[config.mk]
export PLATFORM = sky130hd
export DESIGN_NAME = seq_divider
export DESIGN_NICKNAME = d
export VERILOG_FILES = /design/src/rtl/div_pkg.sv /design/src/rtl/div_step.sv /design/src/rtl/seq_divider.sv
export SDC_FILE = /design/constraint.sdc
export NUM_CORES = 1
export LEC_CHECK = 0
export ABC_AREA = 1
export CAP_MARGIN = 20
export CORE_ASPECT_RATIO = 1.5
export CORE_UTILIZATION = 46
export DETAILED_ROUTE_END_ITERATION = 6
export HOLD_SLACK_MARGIN = 0.06
export PLACE_DENSITY_LB_ADDON = 0.2
export SYNTH_ARGS = -nofsm -noshare
export SYNTH_HDL_FRONTEND = slang
export SYNTH_SLANG_ARGS = --single-unit
[constraint.sdc]
create_clock -name clk -period 1.65 [get_ports clk]
set_clock_uncertainty 0.1 [all_clocks]
set_input_delay 0.2475 -clock clk [delete_from_list [all_inputs] [get_ports clk]]
set_output_delay 0.2475 -clock clk [all_outputs]
set_load 0.1 [all_outputs]
[src/rtl/div_pkg.sv]
// Shared types and helpers for the sequential divider.
// Provides the FSM state enum and the step-counter width helper.
package div_pkg;

  typedef enum logic [1:0] {
    IDLE = 2'd0,
    CALC = 2'd1,
    DONE = 2'd2
  } div_state_t;

  // Counter must hold WIDTH-1; never narrower than one bit.
  function automatic int cnt_w(input int w);
    return (w > 1) ? $clog2(w) : 1;
  endfunction

endpackage

[src/rtl/div_step.sv]
// One restoring-division step: shift in a dividend bit, trial-subtract.
// Ports: rem_i/bit_i/div_i in; rem_o (next remainder), q_o (quotient bit).
module div_step
  import div_pkg::*;
#(
  parameter int WIDTH = 4
) (
  input  logic [WIDTH-1:0] rem_i,
  input  logic             bit_i,
  input  logic [WIDTH-1:0] div_i,
  output logic [WIDTH-1:0] rem_o,
  output logic             q_o
);

  logic [WIDTH:0] t;
  logic           ge;

  always_comb begin
    t  = {rem_i, bit_i};
    ge = (t >= {1'b0, div_i});
    q_o = ge;
    // After a successful subtract the result is < divisor, so it fits WIDTH bits.
    rem_o = ge ? WIDTH'(t - {1'b0, div_i}) : t[WIDTH-1:0];
  end

endmodule

[src/rtl/seq_divider.sv]
// Multi-cycle restoring unsigned divider with start/done handshake.
// Ports: clk, rst_n, start, numerator, denominator -> busy, done,
// quotient, remainder, div_by_zero. Option: DIV_EARLY_EXIT_EN.
module seq_divider
  import div_pkg::*;
#(
  parameter int WIDTH = 4
) (
  input  logic             clk,
  input  logic             rst_n,
  input  logic             start,
  input  logic [WIDTH-1:0] numerator,
  input  logic [WIDTH-1:0] denominator,
  output logic             busy,
  output logic             done,
  output logic [WIDTH-1:0] quotient,
  output logic [WIDTH-1:0] remainder,
  output logic             div_by_zero
);

  localparam int CW = cnt_w(WIDTH);

  div_state_t     state_q, state_d;
  logic [CW-1:0]  cnt_q, cnt_d;
  // Working remainder stays below the divisor, so WIDTH bits suffice.
  logic [WIDTH-1:0] rem_q, rem_d;
  logic [WIDTH-1:0] quo_q, quo_d;
  logic [WIDTH-1:0] den_q, den_d;
  logic [WIDTH-1:0] qout_q, qout_d;
  logic [WIDTH-1:0] rout_q, rout_d;
  logic             dbz_q, dbz_d;

  logic [WIDTH-1:0] step_rem;
  logic             step_bit;

  div_step #(.WIDTH(WIDTH)) u_step (
    .rem_i (rem_q),
    .bit_i (quo_q[WIDTH-1]),
    .div_i (den_q),
    .rem_o (step_rem),
    .q_o   (step_bit)
  );

  always_comb begin
    state_d = state_q;
    cnt_d   = cnt_q;
    rem_d   = rem_q;
    quo_d   = quo_q;
    den_d   = den_q;
    qout_d  = qout_q;
    rout_d  = rout_q;
    dbz_d   = dbz_q;
    unique case (state_q)
      IDLE: begin
        if (start) begin
          if (denominator == '0) begin
            state_d = DONE;
            qout_d  = '1;
            rout_d  = numerator;
            dbz_d   = 1'b1;
          end
`ifdef DIV_EARLY_EXIT_EN
          else if (numerator < denominator) begin
            state_d = DONE;
            qout_d  = '0;
            rout_d  = numerator;
            dbz_d   = 1'b0;
          end
`endif
          else begin
            state_d = CALC;
            rem_d   = '0;
            quo_d   = numerator;
            den_d   = denominator;
            cnt_d   = CW'(WIDTH - 1);
            dbz_d   = 1'b0;
          end
        end
      end
      CALC: begin
        rem_d = step_rem;
        quo_d = {quo_q[WIDTH-2:0], step_bit};
        cnt_d = cnt_q - 1'b1;
        if (cnt_q == '0) begin
          state_d = DONE;
          qout_d  = {quo_q[WIDTH-2:0], step_bit};
          rout_d  = step_rem;
        end
      end
      DONE:    state_d = IDLE;
      default: state_d = IDLE;
    endcase
  end

  always_ff @(posedge clk or negedge rst_n) begin
    if (!rst_n) begin
      state_q <= IDLE;
      cnt_q   <= '0;
      rem_q   <= '0;
      quo_q   <= '0;
      den_q   <= '0;
      qout_q  <= '0;
      rout_q  <= '0;
      dbz_q   <= 1'b0;
    end else begin
      state_q <= state_d;
      cnt_q   <= cnt_d;
      rem_q   <= rem_d;
      quo_q   <= quo_d;
      den_q   <= den_d;
      qout_q  <= qout_d;
      rout_q  <= rout_d;
      dbz_q   <= dbz_d;
    end
  end

  assign busy        = (state_q != IDLE);
  assign done        = (state_q == DONE);
  assign quotient    = qout_q;
  assign remainder   = rout_q;
  assign div_by_zero = dbz_q;

endmodule
==> results.toml <==
[outcome]
status = "complete, but fails checks"
violations = "setup timing"

[grt]
grt_max_degree = 26
grt_pass1_vias = 1253
antenna_found_initial = 0
grt_pass1_wl_mm = 5.20
grt-ovfl-total = 0
grtUsageTotal = 0.236

[synthesis]
synth-warning-count = 0
synth_area_per_cell_sq_um = 7.99
syn-num-nets = 179
syn_area_sq_um = 1290
ys_seq_elements = 25
netlist_instances = 162
synth_cell_types = 20
synth.yosys.seq_area_share = 0.484

[clock_network]
clockRootBuffer = "clkbuf_8"
clkSinkCount = 25
cts.path.max_buffers = 2
postCtsHoldBufs = 0
cts_buffers = 3
cts_tree = "built"
cts.clk_slew.worst_paths_ps = 90
htreeDepth = 1
clk_latency_ps = 260

[cells_and_area]
finalNetCount = 220
area_growth_pct = 46.4
final_common_cell = "nand2_1"
antenna-diode-count = 0
fin_area_sq_um = 1890
nFillCells = 199
drive_gt1_frac = 0.272
instances_no_fill = 239
mostFrequentLayoutCells = "nand2_1, inv_1, dfrtp_1"

[critical_path]
r2r_cells = 11
arrival_ps = 1750
crit_chain = "ha_4, nand2_1, inv_1, nand2_1, nand2_1, nand2_2, buf_6, nand4_1, nand3_1, nand2_1, inv_1"
cp_slowest_cell = "dfrtp_2"
reg2reg_to = "remainder[0]"
crit_top_cell = "nand2_1"
critPathLaunchType = "flop"
reg2reg_from = "rem_q[1]"
worst_ep_required_time_ps = 1720
end_kind = "flop"
cpPeakStageDelay_ps = 440
worstPathMaxFanout = 4
criticalPathCategory = "reg -> reg"
rrSetupSlack_ps = -30

[sta]
setup_slack_ps = -31.0
timing.hold.ws_ps = 241
slew-limit-headroom = 0.794
worstMarginPinSlew_ps = 308
slew_violations = 0
hold_viol = 0
fin_crit_ps = 1680
setup_viol = 2
max_freq_mhz = 595
rsz0062_at_grt = "yes"
fin_crit_sh = 1.02

[route]
via_per_inst = 5.13
drt_pass1_iterations = 4
drc = 0
initialDrtViolationCount = 24
dr_total_vias = 1225
wirelength_mm = 3.06
avgRoutedWirePerCell_um = 12.8
ant_nets = 0

[die]
rows = 23
initial_core_util = 0.483
pin_count = 22
dieArea_sq_um = 3030
fp.dieW_um = 45.3
core_sq_um = 2680
die_h_um = 67.0

[placed_design]
dpl-instance-area_sq_um = 1780
place.gp.congestion = 0.770
hpwl_mm = 2.23
dp_cells = 233
dp_slack_ps = -124
io_buffers = 21

[hold_path]
hold_class = "in -> async"

[run]
cap_viol_max_count = 0
==> Yosys cell counts, drive strengths merged <==
cell | instances | area share
or2 | 4 | 0.019
clkbuf | 1 | 0.0029
nand2 | 39 | 0.12
o21ai | 14 | 0.054
a21oi | 3 | 0.012
dfrtp | 25 | 0.48
nor2 | 11 | 0.032
nand4 | 5 | 0.024
nand3 | 16 | 0.062
inv | 31 | 0.090
buf | 2 | 0.013
fa | 1 | 0.015
a22oi | 1 | 0.0058
a31oi | 3 | 0.015
xor2 | 1 | 0.0068
ha | 5 | 0.048
==> sequential cells by signal (all words and copies together) (netlist names) <==
signal       cells
cnt_q            2
den_q            4
div_by_zero      1
quo_q            4
quotient         4
rem_q            4
remainder        4
state_q          2
==> cells by family after synthesis <==
kind of cell | Yosys count | synth area share
compound gates | 21 | 0.0861
fa+ha+maj | 6 | 0.0638
flops | 25 | 0.484
simple gates | 75 | 0.254
xor+xnor | 1 | 0.00677
buf+inv | 34 | 0.105
==> worst max-delay path, delay by kind of cell, from the launching register on <==
family	cells	cell delay, ps
and+or+nand+nor	7	530
DFF	1	440
adders and majority gates	1	300
buffers and inverters	3	210
==> how the worst max path moves through the flow <==
stage / cells past startpoint / slack, ps / end / from
final: 11 / -30 / remainder[0] / rem_q[1]
after global routing: 11 / -100 / remainder[0] / rem_q[1]
after CTS: 9 / 1 / remainder[2] / quo_q[3]
after detailed placement: 9 / -120 / remainder[0] / denominator[3]
after global placement: 9 / -70 / remainder[2] / quo_q[3]
after floorplan: 9 / 70 / remainder[2] / quo_q[3]
==> per-layer routing <==
| metal | vias up | routed length, um | GRT usage |
|---|---|---|---|
| li1 | 593 | - | - |
| met1 | 570 | 1200 | 0.251 |
| met2 | 52 | 1620 | 0.431 |
| met3 | 10 | 132 | 0.0352 |
| met4 | 0 | 99 | 0.114 |
| met5 | - | 0 | 0 |
==> stage by stage <==
step | utilization | setup TNS, ps
2_1_floorplan | - | 0
3_3_place_gp | 0.665 | -219
3_5_place_dp | 0.665 | -687
4_1_cts | 0.694 | 0
5_1_grt | 0.708 | -446
6_report | 0.708 | -41.2
==> what timing repair did <==
| action | in CTS | in global routing |
|---|---|---|
| endpoints found under the setup margin | 6 | 11 |
| pin swaps | 3 | 5 |
| setup buffers | 1 | 1 |
| resized for setup | 9 | 8 |
| cloned | 0 | 0 |
==> layout make-up <==
type | instances | area (sq um) | share of cell area
Clock buffer | 4 | 45.0 | 0.0238
Inverter | 31 | 116 | 0.0614
Multi-Input combinational cell | 103 | 601 | 0.317
Timing Repair Buffer | 39 | 459 | 0.242
Tap cell | 37 | 46.3 | 0.0244
Sequential cell | 25 | 627 | 0.331
Power is left out: the tool's default activity adds up to more than one toggle a clock period on the data nets, which glitch-free logic cannot reach.
